--- config.mk ---
export PLATFORM = sky130hd
export DESIGN_NAME = pattern_gen
export DESIGN_NICKNAME = d
export VERILOG_FILES = /design/src/rtl/pattern_gen.sv
export SDC_FILE = /design/constraint.sdc
export NUM_CORES = 1
export LEC_CHECK = 0
export ABC_CLOCK_PERIOD_IN_PS = 6900
export BUFFER_PORTS_ARGS = -buffer_cell sky130_fd_sc_hd__buf_2
export CELL_PAD_IN_SITES_DETAIL_PLACEMENT = 0
export CELL_PAD_IN_SITES_GLOBAL_PLACEMENT = 1
export CORE_MARGIN = 4
export CORE_UTILIZATION = 40
export DETAILED_ROUTE_END_ITERATION = 6
export HOLD_SLACK_MARGIN = 0.05
export PLACE_DENSITY = 0.83
export SLEW_MARGIN = 20
export SYNTH_ARGS = -nofsm -noshare
export SYNTH_HDL_FRONTEND = slang
export SYNTH_SLANG_ARGS = --single-unit
--- constraint.sdc ---
create_clock -name i_clk -period 6.9 [get_ports i_clk]
set_input_delay 0.345 -clock i_clk [delete_from_list [all_inputs] [get_ports i_clk]]
set_output_delay 0.345 -clock i_clk [all_outputs]
set_load 0.01 [all_outputs]
--- src/rtl/pattern_gen.sv ---
// Burst pattern generator: emits walking-one, walking-zero, count or PRBS words
// over a valid/ready stream, one burst per start request.
module pattern_gen #(
    parameter int DATA_W = 32,
    parameter int LEN_W  = 16
) (
    input  logic              i_clk,
    input  logic              i_rst,
    input  logic              i_start,
    input  logic [1:0]        i_mode,
    input  logic [LEN_W-1:0]  i_len,
    input  logic              i_ready,
    output logic [DATA_W-1:0] o_data,
    output logic              o_valid,
    output logic              o_last,
    output logic              o_busy,
    output logic              o_done
);

    typedef enum logic [1:0] {S_IDLE, S_RUN, S_DONE} state_t;
    typedef enum logic [1:0] {M_WALK1, M_WALK0, M_COUNT, M_PRBS} mode_t;

    localparam logic [31:0]       PRBS_SEED = 32'h0000_0001;
    localparam logic [DATA_W-1:0] DATA_ONE  = {{(DATA_W-1){1'b0}}, 1'b1};
    localparam logic [LEN_W-1:0]  LEN_ONE   = {{(LEN_W-1){1'b0}}, 1'b1};

    state_t            state;
    mode_t             mode_q;
    logic [LEN_W-1:0]  len_q;
    logic [LEN_W-1:0]  beat_cnt;
    logic [31:0]       lfsr;

    logic [31:0]       lfsr_shift;
    logic [31:0]       lfsr_next;
    logic [DATA_W-1:0] data_next;
    logic [DATA_W-1:0] seed_word;
    logic [LEN_W-1:0]  cnt_next;
    logic              xfer;

    assign xfer     = o_valid & i_ready;
    assign cnt_next = beat_cnt + 1'b1;

    // The feedback bit is taken from the register after the shift.
    assign lfsr_shift = {lfsr[30:0], 1'b0};
    assign lfsr_next  = {lfsr_shift[31:1],
                         lfsr_shift[31] ^ lfsr_shift[21] ^ lfsr_shift[1] ^ lfsr_shift[0]};

    // NOTE: every variable written in always_comb gets a default first, so no latch is inferred.
    always_comb begin
        data_next = o_data;
        unique case (mode_q)
            M_WALK1, M_WALK0: data_next = {o_data[DATA_W-2:0], o_data[DATA_W-1]};
            M_COUNT:          data_next = o_data + DATA_ONE;
            M_PRBS:           data_next = lfsr_next[DATA_W-1:0];
            default:          data_next = o_data;
        endcase
    end

    always_comb begin
        seed_word = '0;
        unique case (mode_t'(i_mode))
            M_WALK1: seed_word = DATA_ONE;
            M_WALK0: seed_word = ~DATA_ONE;
            M_COUNT: seed_word = '0;
            M_PRBS:  seed_word = PRBS_SEED[DATA_W-1:0];
            default: seed_word = '0;
        endcase
    end

    // NOTE: sequential state uses non-blocking assignments only, so all registers update together.
    always_ff @(posedge i_clk or posedge i_rst) begin
        if (i_rst) begin
            state    <= S_IDLE;
            mode_q   <= M_WALK1;
            len_q    <= '0;
            beat_cnt <= '0;
            lfsr     <= PRBS_SEED;
            o_data   <= '0;
            o_valid  <= 1'b0;
            o_last   <= 1'b0;
            o_busy   <= 1'b0;
            o_done   <= 1'b0;
        end else begin
            o_done <= 1'b0;
            unique case (state)
                S_IDLE: begin
                    if (i_start) begin
                        if (i_len != '0) begin
                            mode_q   <= mode_t'(i_mode);
                            len_q    <= i_len;
                            beat_cnt <= '0;
                            lfsr     <= PRBS_SEED;
                            o_data   <= seed_word;
                            o_valid  <= 1'b1;
                            o_last   <= (i_len == LEN_ONE);
                            o_busy   <= 1'b1;
                            state    <= S_RUN;
                        end else begin
                            o_done <= 1'b1;
                            state  <= S_DONE;
                        end
                    end
                end
                S_RUN: begin
                    if (xfer) begin
                        if (o_last) begin
                            o_valid <= 1'b0;
                            o_last  <= 1'b0;
                            o_busy  <= 1'b0;
                            o_done  <= 1'b1;
                            state   <= S_DONE;
                        end else begin
                            // beat_cnt peaks at len_q-1, so a full-length burst never wraps it.
                            beat_cnt <= cnt_next;
                            o_data   <= data_next;
                            o_last   <= (cnt_next == len_q - 1'b1);
                            if (mode_q == M_PRBS) begin
                                lfsr <= lfsr_next;
                            end
                        end
                    end
                end
                S_DONE: begin
                    state <= S_IDLE;
                end
                default: begin
                    state <= S_IDLE;
                end
            endcase
        end
    end

endmodule

==> run summary, run 1 <==
Outcome - completed
Tightest Pin Transition - 993 ps
Critical Path End Type - flop
Fillers - 1528
Post-CTS Resized - 0
Max Root-Sink Buffers - 2
CTS tree - done
Htree depth - 3
Antenna-violating nets left - 0
Final setup fails - 0
Slowest cell on the critical path - dfrtp_1
Most frequent cell after synthesis - nand2_1
Final setup margin - 4270 ps
Syn_area_per_cell - 8.17 µm²
Inserted Clock Buffers - 9
Syn Std Cell Area - 6180 µm²
Core region area - 15100 µm²
Count of different cell masters after synthesis - 58
GRT Total Usage - 18.4%
Die H - 132 µm
Starting Density - 40.8%
Number of diodes - 0
Synth top area share - 40.9%
Clock skew - 8.09 ps
DRT iter0 DRCs - 430
Nets - 808
Top cells by count, synth - nand2_1, dfrtp_1, o21ai_0
Ys flop type - dfrtp_1
Static Leak - 3.01 nW
First-pass GRT wire length - 26500 µm
Part of the cycle the worst path needs - 38.1%
GRT overflow - 0
Unrepaired setup endpoints after global routing - false
Vias per cell - 5.51
Data arrival time of the critical path - 2870 ps
Worst slew margin - 33.8%
Minimum clock period - 2630 ps
Path type of the worst min-delay path - in2reg
DR vias - 5364
Fmax - 380 MHz
Area Growth Syn to Fin - 10.5%
Critical Path Start Type - flop
Chip width - 132 µm
Hold-critical path depth - 3
Post-DP HPWL - 10300 µm
Residual DRC count - 0
Largest net degree at the start of global routing - 79
Maximum vdd drop - 0.155 mV
Port-buffer cells - 57
Antenna violations before repair - 0
Worst r2r src - o_data[0]$_DFFE_PP0P_
CTS Sinks - 102
Area contributors post-synth - dfrtp_1, nand2_1, o21ai_0
Seq/Total Area, Yosys - 41.3%
GP Congestion - 0.828
Async SR Flop Fraction - 100%
CP Data Required Time - 7140 ps
Final wirelength - 15500 µm
Clock Latency Late Sink - 350 ps
Reg clk slew, reported paths - 70 ps
Hold Vio Cnt, Final - 0
I/O pin count - 58
Layout cells sized above 1 - 12.9%
Crit path max fanout - 8
Design Area, Final - 6830 µm²
WL/cell - 15.9 µm
Setup slack, reg-to-reg - 4270 ps
Number of synthesized flops with an enable pin - 0
Initial DRT Pass Iterations - 5
Worst Min Path Start - i_len[7]
Max incr delay on CP - 460 ps
Syn Nets - 783
Slew Viols, Final - 0
WHS Endpoint - len_q[7]$_DFFE_PP0P_
Synth Warn # - 0
Root Buffer - clkbuf_16
Max-Cap Viols - 0
Total die area - 17500 µm²
Synthesized flop and latch total - 102
Pwr/cell area - 389 nW/µm²
Crit-path cells - ha_1 -> nand4_1 -> nor3_1 -> and4_1 -> nand2_2 -> nor2_1 -> o311ai_0 -> a221o_1
Syn Inst Count - 757
R2r worst-path depth - 8
Reg2reg end - o_data[24]$_DFFE_PP0P_
FP Rows - 45
Critical path class - reg2reg
Setup WS pre-CTS - 4110 ps
Leading area contributor after synthesis - dfrtp_1
Vias in the first global route - 4944
Setup TNS - 0 ps
Dpl cell area - 6560 µm²
[through the flow]
step	hold slack (ps)	power, mW	cells	utilization [%]
floorplan	441	1.88	757	-
global placement	337	2.18	958	43.3
detailed placement	344	2.20	958	43.3
CTS	181	2.68	973	45.1
global route	191	2.89	973	45.1
finish	193	2.65	973	45.1
[power breakdown]
part	leakage [nW]	switching, mW	internal, mW	total, mW
Clock	0.122	0.218	0.251	0.469
Sequential	1.32	0.279	0.809	1.09
Combinational	1.57	0.626	0.470	1.10
[per-layer routing]
| layer | part of all wire [%] | global-route usage [%] |
|---|---|---|
| met1 | 52 | 28.3 |
| met2 | 43 | 26.0 |
| met3 | 4.1 | 2.94 |
| met4 | 1.4 | 6.24 |
| met5 | 0 | 0 |
[worst max-delay path: cells and delay by family (launching register included)]
family / cells / cell delay [ps]
adder cells (fa/ha/maj): 1 / 250
flip-flops: 1 / 460
AND/OR/NAND/NOR: 5 / 1320
AO/OA/AOI/OAI: 2 / 480
[logic make-up (layout without fill, tap and decap cells)]
group | Yosys count | after routing | synth area share, %
simple gates | 312 | 312 | 24.2
fa+ha+maj | 4 | 4 | 0.809
mux | 16 | 16 | 2.65
compound gates | 195 | 195 | 18.7
buf+inv | 76 | 104 | 4.96
xor+xnor | 52 | 52 | 7.37
flops | 102 | 102 | 41.3
[final cells by class]
type / instances / area, µm² / share of cell area, %
clock buffer: 13 / 250 / 3.66
clock inverter: 1 / 7.51 / 0.110
inverter: 23 / 88.8 / 1.30
tap: 188 / 235 / 3.44
multi-input combinational: 579 / 3330 / 48.7
timing repair buffer: 67 / 367 / 5.37
sequential: 102 / 2550 / 37.4
[cell usage in the layout (no fill, tap or decap), types with 5 or more instances in the layout]
cell type / synthesis / layout
a21oi_1: 40 / 40
a221o_1: 10 / 10
and2_1: 5 / 5
and3_1: 13 / 13
and4_1: 5 / 5
buf_2: 7 / 57
buf_4: 1 / 8
clkbuf_16: 0 / 9
dfrtp_1: 101 / 101
inv_1: 23 / 22
mux2i_1: 13 / 13
nand2_1: 164 / 164
nand3_1: 18 / 18
nand4_1: 9 / 9
nor2_1: 41 / 41
nor3_1: 13 / 13
nor4_1: 9 / 9
o211ai_1: 10 / 10
o21ai_0: 99 / 99
or4_1: 5 / 5
xnor2_1: 41 / 41
xor2_1: 11 / 11
[worst max-delay path by stage]
stage                           from                 endpoint  slack (ps)  cells after the start
2_1_floorplan                  i_rst  beat_cnt[0]$_DFFE_PP0P_        3880                      1
4_1_cts        o_data[0]$_DFFE_PP0P_   o_data[24]$_DFFE_PP0P_        4290                      8
6_report       o_data[0]$_DFFE_PP0P_   o_data[24]$_DFFE_PP0P_        4270                      8
3_3_place_gp               i_len[13]     lfsr[16]$_DFFE_PP0P_        4190                      7
3_5_place_dp               i_len[13]     lfsr[21]$_DFFE_PP0P_        4110                      7
5_1_grt        o_data[0]$_DFFE_PP0P_   o_data[24]$_DFFE_PP0P_        4140                      8
[state kept, by name, summed over array words and instances (netlist names)]
signal	cells
len_q	16
lfsr	31
mode_q	2
o_busy	1
beat_cnt	16
o_last	1
o_done	1
o_data	32
state	2
[what timing repair did]
| action | in CTS | in global routing |
|---|---|---|
| hold buffers | 1 | 0 |
| hold endpoints to repair | 24 | 0 |
| setup endpoints to repair | 0 | 0 |
| setup buffers | 0 | 0 |
(Power assumes the default switching activity.)
==> run 2, diff against run 1 <==
- ABC_AREA: default -> 1
- ABC_CLOCK_PERIOD_IN_PS: 6900 -> 2720
- PLACE_DENSITY: 0.83 -> 0.85
- clock period: 6.9 -> 2.72 ns (I/O delays scaled with it)
==> run 2 against run 1 <==
  * Flip-flop and latch count stayed put
  * Final cell count increased by 33%
  * Power is 14% higher
  * Sequential share of layout area decreased by 4.2 points
==> run summary, run 2 <==
Outcome - completed
Vias in the first global route - 6273 (+27%)
Post-synthesis mux area share - 0% (-2.7 points)
Synth top area share - 36.7% (-4.1 points)
DRT iter0 DRCs - 471 (+9.5%)
Count of hold-fix buffers inserted at cts - 5 (+4)
Placed Cells - 1275 (+33%)
WL/cell - 14.8 µm (-7.3%)
Largest net degree at the start of global routing - 63 (-20%)
Net Sw Frac - 24.5% (-18 points)
Max Root-Sink Buffers - 2 (unchanged)
GRT Total Usage - 19.9% (+1.6 points)
Int Power - 2.29 mW (+50%)
Number of diodes - 0 (unchanged)
First-pass GRT wire length - 32100 µm (+21%)
Top cells by count, synth - nand2_1, inv_1, nand3_1
Static Leak - 3.94 nW (+31%)
Largest Register - o_data
Port-buffer cells - 57 (unchanged)
Critical Path Start Type - input pin
CTS Sinks - 102 (unchanged)
I/O pin count - 58 (unchanged)
GRT overflow - 0 (unchanged)
Worst slew margin - 53.7% (+20 points)
Total die area - 19400 µm² (+11%)
Die H - 139 µm (+5.1%)
Maximum vdd drop - 0.276 mV (+78%)
Core region area - 16700 µm² (+10%)
Crit path max fanout - 31 (+23)
Commonest cells after routing, fill and taps aside - nand2_1, inv_1, nand3_1
Syn Nets - 1048 (+34%)
Critical path class - in2reg
Residual DRC count - 0 (unchanged)
Dpl cell area - 7360 µm² (+12%)
Setup TNS - 0 ps (unchanged)
Simple-gate area share of the yosys netlist - 37.4% (+13 points)
Power Total - 3.03 mW (+14%)
Area share of fa/ha/maj cells after synthesis - 0.728% (-0.082 points)
Async SR Flop Fraction - 100% (unchanged)
Post-DP HPWL - 14000 µm (+35%)
Synthesized flop and latch total - 102 (unchanged)
Initial DRT Pass Iterations - 5 (unchanged)
Reg clk slew, reported paths - 70 ps (about the same)
Count of different cell masters after synthesis - 40 (-31%)
Unrepaired setup endpoints after global routing - false
Layout cells sized above 1 - 11.2% (-1.6 points)
Pwr/cell area - 394 nW/µm² (+1.5%)
FP Rows - 47 (+4.4%)
Ys flop type - dfrtp_1
Post-CTS Resized - 0 (unchanged)
Comb pwr share - 6.3% (-35 points)
Leading area contributor after synthesis - dfrtp_1
Post-synthesis xor/xnor area fraction - 0.637% (-6.7 points)
CP Data Required Time - 2920 ps (-4220 ps)
P_sw - 742 µW (-34%)
Chip width - 139 µm (+5.1%)
Synth Warn # - 0 (unchanged)
Clock skew - 6.59 ps (-1.50 ps)
Clock power share - 41.5% (+24 points)
Area contributors post-synth - dfrtp_1, nand2_1, nand3_1
Layout Cells excl Fill - 1296 (+33%)
CTS tree - done
Post-CTS setup buffers - 0 (unchanged)
Syn Inst Count - 1022 (+35%)
Commonest non-fill, non-tap cell in the layout - nand2_1
Hold Vio Cnt, Final - 0 (unchanged)
Most frequent cell after synthesis - nand2_1
Root Buffer - clkbuf_16
Part of the cycle the worst path needs - 82.7%
DR vias - 6698 (+25%)
Max-Cap Viols - 0 (unchanged)
Syn_area_per_cell - 6.73 µm² (-18%)
Starting Density - 41.2% (+0.36 points)
Final setup fails - 0 (unchanged)
Number of synthesized flops with an enable pin - 0 (unchanged)
Largest family of logic cells by synthesized area - simple AND/OR/NAND/NOR gates
Area Growth Syn to Fin - 11.8%
Antenna-violating nets left - 0 (unchanged)
Design Area, Final - 7690 µm² (+13%)
Antenna violations before repair - 0 (unchanged)
Compound-Gate Fraction of Synth Area - 12.6% (-6.1 points)
Setup slack, reg-to-reg - 530 ps (-3740 ps)
Inserted Clock Buffers - 9 (unchanged)
Clock Latency Late Sink - 350 ps (about the same)
Nets - 1097 (+36%)
Slew Viols, Final - 0 (unchanged)
Fmax - 445 MHz
Seq/Total Area, Yosys - 37.1% (-4.2 points)
Data arrival time of the critical path - 2440 ps (-430 ps)
Biggest regs - o_data x32, lfsr x31
Critical Path End Type - flop
Path type of the worst min-delay path - in2reg
GP Congestion - 0.858 (+3.6%)
Final wirelength - 19200 µm (+23%)
Sequential power share - 52.1% (+11 points)
Syn Std Cell Area - 6880 µm² (+11%)
Minimum clock period - 2250 ps
Htree depth - 3 (unchanged)
Tightest Pin Transition - 693 ps (-300 ps)
Vias per cell - 5.17 (-6.3%)
Max reg flops - 32 (unchanged)
[run 2: changes by cell type after synthesis, moves of 33 or more]
cell,delta
clkbuf_1,-35
a21oi_1,-33
nand2_1,+165
xnor2_1,-40
nand3_1,+102
o21ai_0,-58
inv_1,+126
[run 2: metal layers]
metal  share of wire (%)  track usage (%)
met1                  52             29.9
met2                  44             30.8
met3                 3.5             2.28
met4                 1.1             4.84
met5                   0                0
[run 2: path summary, 6_finish.rpt]
| path | cells past startpoint | from | endpoint |
|---|---|---|---|
| worst max-delay path | 10 | i_len[11] | o_data[8]$_DFFE_PP0P_ |
| worst min-delay path | 3 | i_len[3] | len_q[3]$_DFFE_PP0P_ |
| worst max register to register | 13 | beat_cnt[0]$_DFFE_PP0P_ | o_last$_DFFE_PP0P_ |
| worst min register to register | 2 | lfsr[8]$_DFFE_PP0P_ | lfsr[9]$_DFFE_PP0P_ |
| max in group asynchronous | 4 | i_rst | lfsr[0]$_DFFE_PP1P_ |
| min in group asynchronous | 3 | i_rst | len_q[15]$_DFFE_PP0P_ |
[run 2: cell families after synthesis]
kind of cell,count (synthesis)
AOI/OAI and AO/OA,138
xor gates and xnor gates,5
and+or+nand+nor,582
adders and majority gates,4
buffers and inverters,191
DFF,102
[run 2: power by group through the flow]
stage / Sequential [mW] / Combinational, mW / Clock (mW)
after global routing: 1.58 / 0.218 / 1.35
after detailed placement: 1.61 / 0.189 / 0
final: 1.58 / 0.192 / 1.26
after global placement: 1.61 / 0.188 / 0
after floorplan: 1.61 / 0.102 / 0
after CTS: 1.58 / 0.196 / 1.29
[run 2: per-stage QoR]
step                setup slack (ps)  hold WS [ps]  util [%]
CTS                              438          51.2      46.0
detailed placement               555           284      44.0
global route                     221          81.8      46.0
finish                           472          59.5      46.0
floorplan                        993           281         -
global placement                 577           277      44.0
[run 2: critical path, stage by stage]
cell           delay [ps]
dlygate4sd3_1         530
buf_2                 120
inv_1                  60
nand2_1                80
nor4_1                310
nand4_1               260
nand2_2               200
nor2_2                 60
nand2_2               480
o211ai_1              190
[run 2: cell type report]
class                           count  area (µm²)
Clock buffer                       14         264
Clock inverter                      2        16.3
Fill cell                        1763        9010
Inverter                          154         582
Multi-Input combinational cell    729        3540
Sequential cell                   102        2550
Tap cell                          220         275
Timing Repair Buffer               75         458
==> run 3, diff against run 2 <==
- ABC_CLOCK_PERIOD_IN_PS: 2720 -> 2240
- clock period: 2.72 -> 2.24 ns (I/O delays scaled with it)
==> run 3 against run 2 <==
  * Critical path depth rose by 3
  * Die area did not move
  * Non-clock buffer count rose by 18
  * Via count rose by 1.4%
  * Critical path type is now reg2reg
  * Critical endpoint is now o_last$_DFFE_PP0P_
==> run summary, run 3 (synthesis results as in run 2) <==
Hold-critical path depth - 3 (unchanged)
Commonest non-fill, non-tap cell in the layout - nand2_1
R2r worst-path depth - 13 (unchanged)
Max reg flops - 32 (unchanged)
Pwr/cell area - 487 nW/µm² (+24%)
Initial DRT Pass Iterations - 5 (unchanged)
DRT iter0 DRCs - 513 (+8.9%)
GRT overflow - 0 (unchanged)
I/O pin count - 58 (unchanged)
Wire length on met2 - 8750 µm (+4.5%)
Critical Path End Type - flop
Clock Latency Late Sink - 360 ps (about the same)
Max-Cap Viols - 0 (unchanged)
CTS Sinks - 102 (unchanged)
Path type of the worst min-delay path - in2reg
Post-DP HPWL - 14100 µm (+0.75%)
FP Rows - 47 (unchanged)
Fmax - 487 MHz
Crit-path cells - inv_4 -> ha_1 -> inv_1 -> nand2_1 -> nand2_1 -> nand3_1 -> nor2_1 -> nand3_1 -> nor2_1 -> nand3_1 -> nor2_1 -> nand3_1 -> a21oi_1
Vias in the first global route - 6512 (+3.8%)
Worst slew margin - 72.6% (+19 points)
Setup WS pre-CTS - 84.3 ps (-470 ps)
Final setup margin - 185 ps (-286 ps)
Final setup fails - 0 (unchanged)
GP Congestion - 0.866 (+0.90%)
Minimum clock period - 2050 ps
Met3 wire length - 918 µm (+37%)
First-pass GRT wire length - 33300 µm (+3.7%)
Worst Path Buf+Inv - 2 (-1)
Number of diodes - 0 (unchanged)
Commonest cells after routing, fill and taps aside - nand2_1, inv_1, nand3_1
CP Data Required Time - 2520 ps (-400 ps)
Slowest cell on the critical path - dfrtp_1
Chip width - 139 µm (unchanged)
Die H - 139 µm (unchanged)
Critical path class - reg2reg
Total die area - 19400 µm² (unchanged)
Root Buffer - clkbuf_16
Area Growth Syn to Fin - 15.7%
Crit path max fanout - 8 (-74%)
Reg clk slew, reported paths - 70 ps (about the same)
Most used cell, CP - nand3_1
Residual DRC count - 0 (unchanged)
Maximum vdd drop - 0.329 mV (+19%)
Top sig layer - met4
GRT Total Usage - 20.8% (+0.82 points)
Vias per cell - 5.17 (about the same)
Tightest Pin Transition - 407 ps (-286 ps)
Instance count on the critical path - 13 (+3)
Unrepaired setup endpoints after global routing - false
Port-buffer cells - 57 (unchanged)
Setup TNS - 0 ps (unchanged)
WL/cell - 14.9 µm (+1.1%)
Starting Density - 41.2% (unchanged)
Critical Path Start Type - flop
Max incr delay on CP - 410 ps (-120 ps)
CTS tree - done
Outcome - completed
Largest Register - o_data
Biggest regs - o_data x32, lfsr x31
Data arrival time of the critical path - 2340 ps (-100 ps)
DRT met1 WL - 9650 µm (-2.5%)
Max Root-Sink Buffers - 2 (unchanged)
Final wirelength - 19600 µm (+2.5%)
Antenna-violating nets left - 0 (unchanged)
Clock skew - 7.47 ps (+0.879 ps)
Core region area - 16700 µm² (unchanged)
Part of the cycle the worst path needs - 91.7%
Static Leak - 4.07 nW (+3.2%)
Inserted Clock Buffers - 9 (unchanged)
Layout cells sized above 1 - 12.2% (+1.0 points)
Largest net degree at the start of global routing - 67 (+6.3%)
Delay-heaviest family, CP - simple AND/OR/NAND/NOR gates
DR vias - 6795 (+1.4%)
Htree depth - 3 (unchanged)
Hold Vio Cnt, Final - 0 (unchanged)
Nets - 1115 (+1.6%)
Slew Viols, Final - 0 (unchanged)
Antenna violations before repair - 0 (unchanged)
run 3: changes by cell type in the layout (fill, tap and decap cells not counted), moves of 2 or more:
cell,change
nor2_1,-2
dlygate4sd3_1,+12
clkbuf_8,-2
inv_6,+2
buf_12,+4
clkbuf_1,-3
buf_4,+2
run 3: stage by stage:
stage / std cells / utilization [%] / hold WS, ps / total power [mW] / cell area (µm²)
floorplan: 1022 / - / 257 / 2.08 / 6880
global placement: 1280 / 44.6 / 206 / 2.19 / 7440
detailed placement: 1280 / 44.6 / 208 / 2.19 / 7440
CTS: 1313 / 47.5 / 58.1 / 3.92 / 7930
global route: 1314 / 47.6 / 93.9 / 4.03 / 7960
finish: 1314 / 47.6 / 63.9 / 3.88 / 7960
run 3: what timing repair did:
action | CTS | global route
buffers inserted | 0 | 1
hold buffers | 17 | 0
hold endpoints to repair | 117 | 0
setup endpoints to repair | 0 | 21
gates resized for setup | 0 | 6
run 3: report_power, final:
part	internal [mW]	switching, mW
clock network	0.898	0.804
registers	1.87	0.0478
logic	0.111	0.149
run 3: layout make-up:
class | count | area (µm²)
fill | 1739 | 8750
clock inverter | 7 | 92.6
multi-input combinational | 729 | 3550
sequential | 102 | 2550
inverter | 154 | 584
timing repair buffer | 93 | 673
tap | 220 | 275
clock buffer | 9 | 225
run 3: worst paths after layout:
| path | start | end | slack [ps] |
|---|---|---|---|
| min | i_len[5] | len_q[5]$_DFFE_PP0P_ | 60 |
| max | len_q[0]$_DFFE_PP0P_ | o_last$_DFFE_PP0P_ | 190 |
| max in group asynchronous | i_rst | beat_cnt[0]$_DFFE_PP0P_ | 1470 |
| min reg2reg | lfsr[29]$_DFFE_PP0P_ | lfsr[30]$_DFFE_PP0P_ | 520 |
| min in group asynchronous | i_rst | len_q[13]$_DFFE_PP0P_ | 380 |
| max reg2reg | len_q[0]$_DFFE_PP0P_ | o_last$_DFFE_PP0P_ | 190 |
run 3: layer usage:
metal	vias to the layer above	GRT usage, %
met5	-	0
met2	151	32.0
met4	0	6.08
met3	27	2.72
li1	3466	-
met1	3151	30.6
run 3: worst reg2reg max path, stage by stage (launching register included):
cell,delay [ps]
dfrtp_1,410
inv_4,80
ha_1,330
inv_1,60
nand2_1,40
nand2_1,90
nand3_1,130
nor2_1,130
nand3_1,80
nor2_1,130
nand3_1,80
nor2_1,100
nand3_1,150
a21oi_1,160
